===== src/rtl/serial_add_ctrl.sv =====
// serial_add_ctrl: bit-serial adder sequencer.
// A single 1-bit full adder is reused over WIDTH cycles, LSB first, to form
// {cout, sum_out} = a_in + b_in + cin. A start/busy/done handshake frames
// each operation.

// 1-bit full adder reused by the sequencer on every RUN cycle.
module serial_add_fa (
  input  logic a,
  input  logic b,
  input  logic c,
  output logic sum,
  output logic carry
);

  assign sum   = a ^ b ^ c;
  assign carry = (a & b) | (c & (a ^ b));

endmodule

module serial_add_ctrl #(
  parameter int unsigned WIDTH = 8
) (
  input  logic             clk,
  input  logic             rst,
  input  logic             start,
  input  logic [WIDTH-1:0] a_in,
  input  logic [WIDTH-1:0] b_in,
  input  logic             cin,
  output logic             busy,
  output logic             done,
  output logic [WIDTH-1:0] sum_out,
  output logic             cout
);

  localparam int unsigned CW = $clog2(WIDTH);
  localparam int unsigned RW = WIDTH - 1;

  typedef enum logic [1:0] {
    IDLE = 2'd0,
    RUN  = 2'd1,
    DONE = 2'd2
  } state_t;

  state_t           state;
  logic [WIDTH-1:0] a_sh;
  logic [WIDTH-1:0] b_sh;
  // Holds the WIDTH-1 lower sum bits; the MSB is taken straight from the
  // adder on the final RUN edge so sum_out is valid in the done cycle.
  logic [RW-1:0]    res_sh;
  logic             c_q;
  logic [CW-1:0]    cnt;

  logic             fa_sum;
  logic             fa_carry;
  logic             last_bit;

  serial_add_fa u_fa (
    .a     (a_sh[0]),
    .b     (b_sh[0]),
    .c     (c_q),
    .sum   (fa_sum),
    .carry (fa_carry)
  );

  assign last_bit = (cnt == CW'(WIDTH - 1));

  // Sequencer: operand capture, serial shifting, result/handshake registers.
  always_ff @(posedge clk or posedge rst) begin
    if (rst) begin
      state   <= IDLE;
      a_sh    <= '0;
      b_sh    <= '0;
      res_sh  <= '0;
      c_q     <= 1'b0;
      cnt     <= '0;
      busy    <= 1'b0;
      done    <= 1'b0;
      sum_out <= '0;
      cout    <= 1'b0;
    end else begin
      case (state)
        IDLE: begin
          done <= 1'b0;
          if (start) begin
            a_sh   <= a_in;
            b_sh   <= b_in;
            c_q    <= cin;
            cnt    <= '0;
            res_sh <= '0;
            busy   <= 1'b1;
            state  <= RUN;
          end
        end

        RUN: begin
          a_sh   <= {1'b0, a_sh[WIDTH-1:1]};
          b_sh   <= {1'b0, b_sh[WIDTH-1:1]};
          res_sh <= (res_sh >> 1) | (RW'(fa_sum) << (WIDTH - 2));
          c_q    <= fa_carry;
          cnt    <= cnt + 1'b1;
          if (last_bit) begin
            sum_out <= {fa_sum, res_sh};
            cout    <= fa_carry;
            busy    <= 1'b0;
            done    <= 1'b1;
            state   <= DONE;
          end
        end

        DONE: begin
          done  <= 1'b0;
          state <= IDLE;
        end

        default: begin
          busy  <= 1'b0;
          done  <= 1'b0;
          state <= IDLE;
        end
      endcase
    end
  end

endmodule


===== config.mk =====
export PLATFORM = sky130hd
export DESIGN_NAME = serial_add_ctrl
export DESIGN_NICKNAME = d
export VERILOG_FILES = /design/src/rtl/serial_add_ctrl.sv
export SDC_FILE = /design/constraint.sdc
export NUM_CORES = 1
export LEC_CHECK = 0
export ABC_AREA = 1
export CAP_MARGIN = 40
export CORE_MARGIN = 2
export CORE_UTILIZATION = 30
export CTS_CLUSTER_SIZE = 28
export DETAILED_ROUTE_END_ITERATION = 6
export GPL_TIMING_DRIVEN = 0
export MAX_ROUTING_LAYER = met4
export SETUP_SLACK_MARGIN = 0.2
export SYNTH_ARGS = -nofsm -noshare
export SYNTH_HDL_FRONTEND = slang
export SYNTH_SLANG_ARGS = --single-unit
export TNS_END_PERCENT = 20

===== constraint.sdc =====
create_clock -name clk -period 1.9 [get_ports clk]
set_input_delay 0.38 -clock clk [delete_from_list [all_inputs] [get_ports clk]]
set_output_delay 0.38 -clock clk [all_outputs]
set_load 0.02 [all_outputs]

Word level (Yosys, flattened, before mapping)
Index checks and enable logic that the tools add are counted.

Flip-flop bits (word level): 40. Output and inout bits: 11. Word-level logic and storage cells: 47.

Add/subtract/negate cells: 1. Equality and inequality tests: 5. Muxes and demuxes: 18. Bitwise logic cells: 7. Reduce and logical (&&, ||, !) cells: 6.

Operator list (count): $pmux 8 s2 (2); $mux 8 (2); $pmux 7 s2 (1); $mux 7 (1); $or 6x7->7 (1); $pmux 3 s2 (1); $reduce_and 2->1 (3); $mux 1 (5); $mux 2 (2); $ne 2x2->1 const B (2); $pmux 2 s2 (1); $add 3x1->3 const B (1); $eq 3x3->1 const B (1); $mux 3 (1); $pmux 1 s3 (1); $reduce_and 3->1 (1); $and 1x1->1 (2); $eq 2x1->1 const B (1); $eq 2x2->1 const B (1); $logic_not 2->1 (1); $pmux 1 s2 (1); $reduce_bool 2->1 (1); $xor 1x1->1 (2); $not 1->1 (1); $or 1x1->1 (1).

Logic depth before layout (Yosys ltp)
Gate-level depths: netlist of the first run.

Word-level depth: 4. Mapped depth: 7. Depth with buffers taken out: 6.

Cells and area by module
A second synthesis of the first run with hierarchy kept.

Cells, all modules: 231. Area total of the unflattened synthesis: 1904.3 sq um.

By module, submodules not included: serial_add_ctrl (times used 1, cells an instance 230, area each 1884.3 sq um); serial_add_fa (times used 1, cells an instance 1, area each 20.0 sq um).

Worst setup path before layout of the first run
No wires, ideal clock.

Path type: register to register. From: register cnt[0]. To: register sum_out[5]. Arrival: 1195 ps. Slack: 631 ps. Cell stages (with the launch flop): 7. Path buffers: 1. Cell sequence: dfrtp_1 -> ha_1 -> ha_1 -> nand2_2 -> buf_6 -> nand2_1 -> o21ai_2.

Word-level cells in the longest chain between the ends: 2.

Ends and longest elaborated chain: start, declared (RTL line 51) `logic [CW-1:0] cnt;`; start signal, assigned (RTL line 100) `cnt <= cnt + 1'b1;`; $eq 3x3->1 (RTL line 65) `assign last_bit = (cnt == CW'(WIDTH - 1));`; $reduce_and 2->1 (no line); end signal, assigned (RTL line 102) `sum_out <= {fa_sum, res_sh};`; end, declared (RTL line 31) `output logic [WIDTH-1:0] sum_out,`.

Every way passes these cells. A chain may end at the register's enable or synchronous reset.

Worst setup path in the final report of the first run
From: register busy. To: output busy.

RTL lines: start, declared (RTL line 29) `output logic busy,`; start signal, assigned (RTL line 76) `busy <= 1'b0;`; start signal, assigned (RTL line 90) `busy <= 1'b1;`; start signal, assigned (RTL line 104) `busy <= 1'b0;`.

No word-level cell between the ends.

==> impl_metrics.env, run 1 <==
export IMPL_yosysSeqAreaShare=0.526
export IMPL_cellPowerDensity_nw_per_um2=1610
export IMPL_drtAntennaViolNets=0
export IMPL_synth_edf_count=0
export IMPL_synthArstFlopShare=1.00
export IMPL_switching_share=0.385
export IMPL_layout_nets=292
export IMPL_die_h_um=83.7
export IMPL_finalSetupTns_ns=0
export IMPL_cp_data_arrival_time_ns=1.26
export IMPL_fin_skew_ns=0.0128
export IMPL_max_vdd_ir_drop_mv=0.577
export IMPL_die_w_um=83.7
export IMPL_grt_ovfl_total=0
export IMPL_clock_fmax_mhz=609
export IMPL_path_buf_inv=1
export IMPL_p_leak_uw=0.00129
export IMPL_synth_largest_area_cell="dfrtp_1"
export IMPL_top_layer_used="met4"
export IMPL_grt_pass1_wl_um=6820
export IMPL_clock_root_buffer="clkbuf_8"
export IMPL_setup_viol=0
export IMPL_routed_wl_met2_um=1700
export IMPL_min_period_over_period=0.864
export IMPL_tightest_slew_ns=0.225
export IMPL_synthTopCellsByArea="dfrtp_1, nand2_1, inv_1"
export IMPL_drive_gt1_frac=0.130
export IMPL_p_comb_frac=0.440
export IMPL_cpMaxStageDelayCell="clkdlybuf4s50_1"
export IMPL_io_buffers=30
export IMPL_relSlewSlack=0.850
export IMPL_cts_tree="built"
export IMPL_ys_ff_latch=40
export IMPL_insertedDiodeCount=0
export IMPL_startpoint_type="flip-flop"
export IMPL_drc_errors=0
export IMPL_area_growth_pct=28.4
export IMPL_place_inst=339
export IMPL_post_route_min_period_ns=1.64
export IMPL_insertion_delay_ns=0.30
export IMPL_cts_sinks=40
export IMPL_synth_warnings=0
export IMPL_finalHoldViolCount=0
export IMPL_gp_congestion=0.725
export IMPL_path_delay_family="buffers and inverters"
export IMPL_syn_cell_area_um2=1900
export IMPL_clock_power_share=0.188
export IMPL_vias_per_cell=4.39
export IMPL_dp_hpwl_um=2660
export IMPL_drtIter0Drc=51
export IMPL_synthMostInstantiatedCell="nand2_1"
export IMPL_num_vias=1525
export IMPL_worst_path_largest_cell_delay_ns=0.61
export IMPL_worstPathCellList="clkdlybuf4s50_1"
export IMPL_initial_utilization=0.305
export IMPL_instances_no_fill=347
export IMPL_met1_length_um=1810
export IMPL_final_max_slew_violation_count=0
export IMPL_drt_pre_antenna_iters=4
export IMPL_cts_path_max_buffers=2
export IMPL_antenna_found_initial=0
export IMPL_synthFlopType="dfrtp_1"
export IMPL_rows=29
export IMPL_track_usage=0.123
export IMPL_min_path_type="primary input to asynchronous set/reset pin"
export IMPL_cts_buffers=5
export IMPL_dieArea_um2=7000
export IMPL_crit_fanout=2
export IMPL_critPathKind="flip-flop to output port"
export IMPL_p_int_uw=2420
export IMPL_routed_wl_um=3730
export IMPL_syn_instance_count=231
export IMPL_synth_area_per_cell_um2=8.24
export IMPL_wl_met3_um=155
export IMPL_io_pins=31
export IMPL_cts_setup_buffers=0
export IMPL_core_area_um2=6240
export IMPL_final_area_um2=2440
export IMPL_cts_hold_buf=0
export IMPL_fin_util=0.392
export IMPL_rsz0062_at_grt="false"
export IMPL_grt_pass1_vias=1513
export IMPL_switching_power_uw=1510
export IMPL_outcome="finished, final reports clean"
export IMPL_wl_per_cell_um=10.7
export IMPL_critPathRequiredTime_ns=1.52
export IMPL_cts_max_level=2
export IMPL_synth_top_area_share=0.526
export IMPL_synth_common_cells="nand2_1, inv_1, dfrtp_1"
export IMPL_synth_distinct_cells=19
export IMPL_placed_area_um2=2320
export IMPL_maxCapViolCount=0
export IMPL_clkTransAtPathRegs_ns=0.08
export IMPL_synth_nets=254
export IMPL_cp_end_kind="output port"
export IMPL_grt_max_degree=33
export IMPL_seqPwrFrac=0.372
flip-flops by register name, summed over array words and instances (netlist names):
| signal | count |
|---|---|
| cout | 1 |
| state | 2 |
| done | 1 |
| res_sh | 7 |
| c_q | 1 |
| a_sh | 8 |
| busy | 1 |
| sum_out | 8 |
| b_sh | 8 |
| cnt | 3 |
cells by family after synthesis:
logic type | after synthesis | synth area share
fa+ha+maj | 3 | 0.0237
flops | 40 | 0.526
buf+inv | 54 | 0.126
simple gates | 114 | 0.256
compound gates | 20 | 0.0683
worst paths after layout:
check / startpoint / end / slack, ns / cells after the start
setup / recovery: busy / busy / 0.26 / 1
hold / removal: rst / sum_out[1] / 0.30 / 2
setup reg to reg: cnt[0] / sum_out[5] / 0.47 / 6
hold reg to reg: cnt[0] / cnt[0] / 0.48 / 1
max in group asynchronous: rst / b_sh[2] / 1.15 / 3
min in group clk: cnt[0] / cnt[0] / 0.48 / 1
per-stage QoR:
stage	setup WS (ns)	hold slack, ns	total power, uW
finish	0.258	0.303	3930
global route	0.206	0.324	4320
CTS	0.221	0.308	3990
detailed placement	0.328	0.466	3240
global placement	-0.310	0.462	3180
floorplan	0.602	0.446	2690
power groups by stage:
stage	logic, uW	clock network [uW]	registers, uW
detailed placement	1760	0	1480
floorplan	1120	0	1570
global placement	1720	0	1470
global route	2020	794	1510
finish	1730	738	1460
CTS	1770	750	1460
per-layer routing:
metal  global-route usage  up-vias
li1                     -      777
met3               0.0317        8
met1                0.154      709
met5                    -        -
met2                0.195       31
met4               0.0440        0
repair_timing:
item | 4_1_cts | 5_1_grt
setup endpoints to repair | 0 | 1
endpoints found under the hold margin | 0 | 0
resized for setup | 0 | 1
layout by cell type (no fill, tap or decap), types with 3 or more instances in the layout:
master           count
inv_1               41
nand2_1             74
nor2_1               5
buf_2                4
buf_6                3
o21ai_2              8
nand3_1             30
o21ai_1              4
dfrtp_1             40
clkbuf_8             6
clkdlybuf4s50_1     29
inv_2                3
o21ai_0              7
layout make-up:
cell class | count | area (um2)
buffer | 9 | 68.8
clock inverter | 2 | 38.8
timing repair buffer | 31 | 323
tap | 77 | 96.3
fill | 654 | 3800
sequential | 40 | 1000
clock buffer | 6 | 82.6
inverter | 45 | 171
multi-input combinational | 137 | 663
Note: power is estimated with default switching activity, not from simulation.
==> inputs of run 2 (changes only) <==
==> constraint.sdc (replaced) <==
create_clock -name clk -period 1.9 [get_ports clk]
set_input_delay 0.38 -clock clk [delete_from_list [all_inputs] [get_ports clk]]
set_output_delay 0.38 -clock clk [all_outputs]
set_load 0.005 [all_outputs]
==> impl_metrics.env, run 2 (synthesis gave the netlist of run 1 again) <==
export IMPL_switching_share=0.365
export IMPL_instances_no_fill=347
export IMPL_nFillCells=653
export IMPL_place_inst=339
export IMPL_path_buf_inv=1
export IMPL_min_path_type="primary input to asynchronous set/reset pin"
export IMPL_cpMaxStageDelayCell="clkdlybuf4s50_1"
export IMPL_use_met1=0.154
export IMPL_cts_hold_buf=0
export IMPL_p_leak_uw=0.00128
export IMPL_max_vdd_ir_drop_mv=0.567
export IMPL_dieArea_um2=7000
export IMPL_setup_viol=0
export IMPL_gp_congestion=0.725
export IMPL_cts_sinks=40
export IMPL_reg2reg_depth=6
export IMPL_antenna_found_initial=0
export IMPL_fin_skew_ns=0.0105
export IMPL_maxCapViolCount=0
export IMPL_insertion_delay_ns=0.30
export IMPL_switching_power_uw=1390
export IMPL_wl_per_cell_um=10.7
export IMPL_p_comb_frac=0.422
export IMPL_placed_area_um2=2320
export IMPL_initial_utilization=0.305
export IMPL_critPathKind="flip-flop to output port"
export IMPL_seqPwrFrac=0.384
export IMPL_rr_endpoint="sum_out[5]"
export IMPL_die_w_um=83.7
export IMPL_drtIter0Drc=65
export IMPL_layout_nets=292
export IMPL_drtAntennaViolNets=0
export IMPL_worstPathCellList="clkdlybuf4s50_1"
export IMPL_clock_root_buffer="clkbuf_8"
export IMPL_top_regs="a_sh x8, b_sh x8, sum_out x8"
export IMPL_p_int_uw=2410
export IMPL_num_vias=1523
export IMPL_die_h_um=83.7
export IMPL_crit_fanout=2
export IMPL_cp_end_kind="output port"
export IMPL_routed_wl_um=3720
export IMPL_grt_max_degree=33
export IMPL_insertedDiodeCount=0
export IMPL_grt_ovfl_total=0
export IMPL_rows=29
export IMPL_post_route_min_period_ns=1.55
export IMPL_rr_startpoint="cnt[0]"
export IMPL_reg2reg_slack_ns=0.47
export IMPL_grt_met2_usage=0.195
export IMPL_finalHoldViolCount=0
export IMPL_area_growth_pct=28.3
export IMPL_outcome="finished, final reports clean"
export IMPL_io_buffers=30
export IMPL_relSlewSlack=0.850
export IMPL_cts_path_max_buffers=2
export IMPL_drc_errors=0
export IMPL_vias_per_cell=4.39
export IMPL_startpoint_type="flip-flop"
export IMPL_busiest_layer="met2"
export IMPL_final_max_slew_violation_count=0
export IMPL_cellPowerDensity_nw_per_um2=1560
export IMPL_io_pins=31
export IMPL_path_delay_family="buffers and inverters"
export IMPL_grt_use_met3=0.0317
export IMPL_clock_power_share=0.193
export IMPL_cp_data_arrival_time_ns=1.17
export IMPL_core_area_um2=6240
export IMPL_cts_setup_buffers=0
export IMPL_total_power_uw=3800
export IMPL_clock_fmax_mhz=645
export IMPL_track_usage=0.123
export IMPL_cts_buffers=5
export IMPL_grt_pass1_vias=1513
export IMPL_critPathRequiredTime_ns=1.52
export IMPL_cts_max_level=2
export IMPL_final_area_um2=2440
export IMPL_drive_gt1_frac=0.130
export IMPL_cts_resized_gates=0
export IMPL_clkTransAtPathRegs_ns=0.08
export IMPL_worst_path_largest_cell_delay_ns=0.50
export IMPL_rsz0062_at_grt="false"
export IMPL_layout_cells_most_common_list="nand2_1, inv_1, dfrtp_1"
export IMPL_grt_pass1_wl_um=6820
export IMPL_layout_commonest_cell="nand2_1"
export IMPL_tightest_slew_ns=0.225
export IMPL_cts_tree="built"
export IMPL_drt_pre_antenna_iters=4
export IMPL_min_period_over_period=0.816
export IMPL_dp_hpwl_um=2660
[run 2: cell count changes in the layout (fill, tap and decap cells not counted)]
cell,delta
clkdlybuf4s50_1,+1
dlymetal6s2s_1,-1
[run 2: power by group through the flow]
stage / Sequential (uW) / Combinational [uW] / Clock (uW)
finish: 1460 / 1600 / 735
global route: 1510 / 1890 / 794
CTS: 1460 / 1640 / 750
detailed placement: 1480 / 1640 / 0
global placement: 1470 / 1590 / 0
floorplan: 1440 / 1120 / 0
[run 2: worst max-delay path by stage]
stage | from | end | slack (ns) | depth (start not counted)
5_1_grt | cout | cout | 0.30 | 1
3_5_place_dp | start | b_sh[1] | 0.33 | 7
6_report | cout | cout | 0.35 | 1
4_1_cts | cout | cout | 0.32 | 1
2_1_floorplan | rst | a_sh[0] | 0.60 | 1
3_3_place_gp | rst | b_sh[4] | -0.31 | 2
[run 2: area by class of cell]
class / instances / area [um2] / area share
multi-input cells: 137 / 663 / 0.272
well taps: 77 / 96.3 / 0.0394
plain buffers: 9 / 68.8 / 0.0282
clock inverters: 2 / 38.8 / 0.0159
flip-flops and latches: 40 / 1000 / 0.410
inverters: 45 / 171 / 0.0702
clock buffers: 6 / 82.6 / 0.0338
repair buffers: 31 / 320 / 0.131
[run 2: through the flow]
step | setup slack [ns] | hold slack (ns) | util | TNS, ns
after floorplan | 0.602 | 0.446 | - | 0
after global placement | -0.310 | 0.462 | 0.369 | -12.34
after detailed placement | 0.328 | 0.466 | 0.372 | 0
after CTS | 0.324 | 0.308 | 0.391 | 0
after global routing | 0.297 | 0.324 | 0.391 | 0
final | 0.349 | 0.305 | 0.391 | 0
[run 2: layer usage]
| metal | routed length, um | vias up |
|---|---|---|
| met5 | 0 | - |
| met4 | 64 | 0 |
| met3 | 154 | 8 |
| met2 | 1690 | 31 |
| met1 | 1810 | 707 |
| li1 | - | 777 |
==> inputs of run 3 (changes only) <==
==> constraint.sdc (replaced) <==
create_clock -name clk -period 1.6 [get_ports clk]
set_input_delay 0.32 -clock clk [delete_from_list [all_inputs] [get_ports clk]]
set_output_delay 0.32 -clock clk [all_outputs]
set_load 0.005 [all_outputs]
==> impl_metrics.env, run 3 (synthesis gave the netlist of run 1 again) <==
export IMPL_outcome="finished, final reports clean"
export IMPL_min_path_type="primary input to asynchronous set/reset pin"
export IMPL_io_pins=31
export IMPL_finalHoldViolCount=0
export IMPL_cts_buffers=5
export IMPL_max_vdd_ir_drop_mv=0.678
export IMPL_crit_fanout=2
export IMPL_cellPowerDensity_nw_per_um2=1820
export IMPL_vias_per_cell=4.38
export IMPL_area_growth_pct=32.5
export IMPL_grt_ovfl_total=0
export IMPL_cts_max_level=2
export IMPL_grt_max_degree=33
export IMPL_fin_skew_ns=0.0108
export IMPL_wl_met3_um=162
export IMPL_post_route_min_period_ns=1.46
export IMPL_drt_pre_antenna_iters=4
export IMPL_cts_sinks=40
export IMPL_cp_end_kind="output port"
export IMPL_cts_tree="built"
export IMPL_drive_gt1_frac=0.161
export IMPL_insertedDiodeCount=0
export IMPL_grt_pass1_wl_um=6850
export IMPL_layout_cells_most_common_list="nand2_1, inv_1, dfrtp_1"
export IMPL_maxCapViolCount=0
export IMPL_rsz0062_at_grt="true"
export IMPL_rr_startpoint="state[1]"
export IMPL_layout_nets=301
export IMPL_final_max_slew_violation_count=0
export IMPL_place_inst=339
export IMPL_cts_hold_buf=0
export IMPL_core_area_um2=6240
export IMPL_critPathRequiredTime_ns=1.28
export IMPL_instances_no_fill=356
export IMPL_grt_pass1_vias=1528
export IMPL_top_layer_used="met4"
export IMPL_wl_per_cell_um=10.7
export IMPL_path_buf_inv=1
export IMPL_drtAntennaViolNets=0
export IMPL_worstPathCellList="clkdlybuf4s50_1"
export IMPL_drc_errors=0
export IMPL_die_w_um=83.7
export IMPL_track_usage=0.124
export IMPL_critPathKind="flip-flop to output port"
export IMPL_gp_congestion=0.725
export IMPL_tightest_slew_ns=0.225
export IMPL_p_leak_uw=0.00138
export IMPL_antenna_found_initial=0
export IMPL_path_delay_family="buffers and inverters"
export IMPL_insertion_delay_ns=0.30
export IMPL_drtIter0Drc=59
export IMPL_dieArea_um2=7000
export IMPL_num_vias=1559
export IMPL_layout_commonest_cell="nand2_1"
export IMPL_finalSetupTns_ns=0
export IMPL_cp_data_arrival_time_ns=1.14
export IMPL_setup_viol=0
export IMPL_cpMaxStageDelayCell="clkdlybuf4s50_1"
export IMPL_relSlewSlack=0.850
export IMPL_nFillCells=656
export IMPL_routed_wl_um=3830
export IMPL_dp_hpwl_um=2660
export IMPL_worst_path_largest_cell_delay_ns=0.50
export IMPL_top_regs="a_sh x8, b_sh x8, sum_out x8"
export IMPL_met1_length_um=1800
export IMPL_total_power_uw=4580
export IMPL_initial_utilization=0.305
export IMPL_startpoint_type="flip-flop"
export IMPL_cts_path_max_buffers=2
export IMPL_min_period_over_period=0.916
export IMPL_die_h_um=83.7
export IMPL_clock_fmax_mhz=683
export IMPL_clock_root_buffer="clkbuf_8"
export IMPL_clkTransAtPathRegs_ns=0.08
export IMPL_rows=29
export IMPL_startpoint="sum_out[7]"
export IMPL_io_buffers=30
export IMPL_routed_wl_met2_um=1800
==> run 3: changes by cell type in the layout (fill, tap and decap cells not counted), sizes merged <==
| cell | delta |
|---|---|
| buf | +9 |
| clkdlybuf4s50 | -8 |
| dlygate4sd2 | +4 |
| dlymetal6s2s | +4 |
==> run 3: per-stage QoR <==
step | utilization | hold WS, ns | worst slack [ns] | instance area (um2)
6_report | 0.404 | 0.245 | 0.135 | 2520
5_1_grt | 0.404 | 0.264 | 0.0859 | 2520
4_1_cts | 0.393 | 0.248 | 0.114 | 2450
3_5_place_dp | 0.372 | 0.466 | 0.0877 | 2320
3_3_place_gp | 0.369 | 0.462 | -0.550 | 2300
2_1_floorplan | - | 0.441 | 0.336 | 1900
==> run 3: power by group <==
part	switching (uW)	internal [uW]	leakage (uW)
registers	246	1480	0.000495
logic	1070	917	0.000827
clock network	362	510	0.0000614
==> run 3: repair_timing <==
item                                    CTS  global route
setup buffers                             2             7
pin swaps                                 0             1
endpoints found under the setup margin   20            26
resized for setup                         4             6
endpoints found under the hold margin     0             0
==> run 3: area by class of cell <==
| type | instances | area [um2] | area share |
|---|---|---|---|
| buffer | 9 | 68.8 | 0.0273 |
| clock buffer | 6 | 82.6 | 0.0327 |
| clock inverter | 2 | 38.8 | 0.0154 |
| inverter | 45 | 171 | 0.0680 |
| multi-input combinational | 137 | 671 | 0.266 |
| sequential | 40 | 1000 | 0.397 |
| tap | 77 | 96.3 | 0.0382 |
| timing repair buffer | 40 | 393 | 0.156 |
==> run 3: worst paths after layout <==
kind | endpoint | depth (start not counted) | slack [ns]
max in group asynchronous | b_sh[2] | 3 | 0.91
setup reg to reg | b_sh[5] | 7 | 0.28
hold reg to reg | sum_out[3] | 2 | 0.48
setup / recovery | sum_out[7] | 1 | 0.14
hold / removal | sum_out[1] | 2 | 0.25
min in group clk | sum_out[3] | 2 | 0.48
==> run 3: routing by layer <==
metal / vias to the layer above / global-route usage
met5: - / -
met4: 0 / 0.0440
met3: 8 / 0.0317
met2: 31 / 0.197
met1: 726 / 0.154
li1: 794 / -
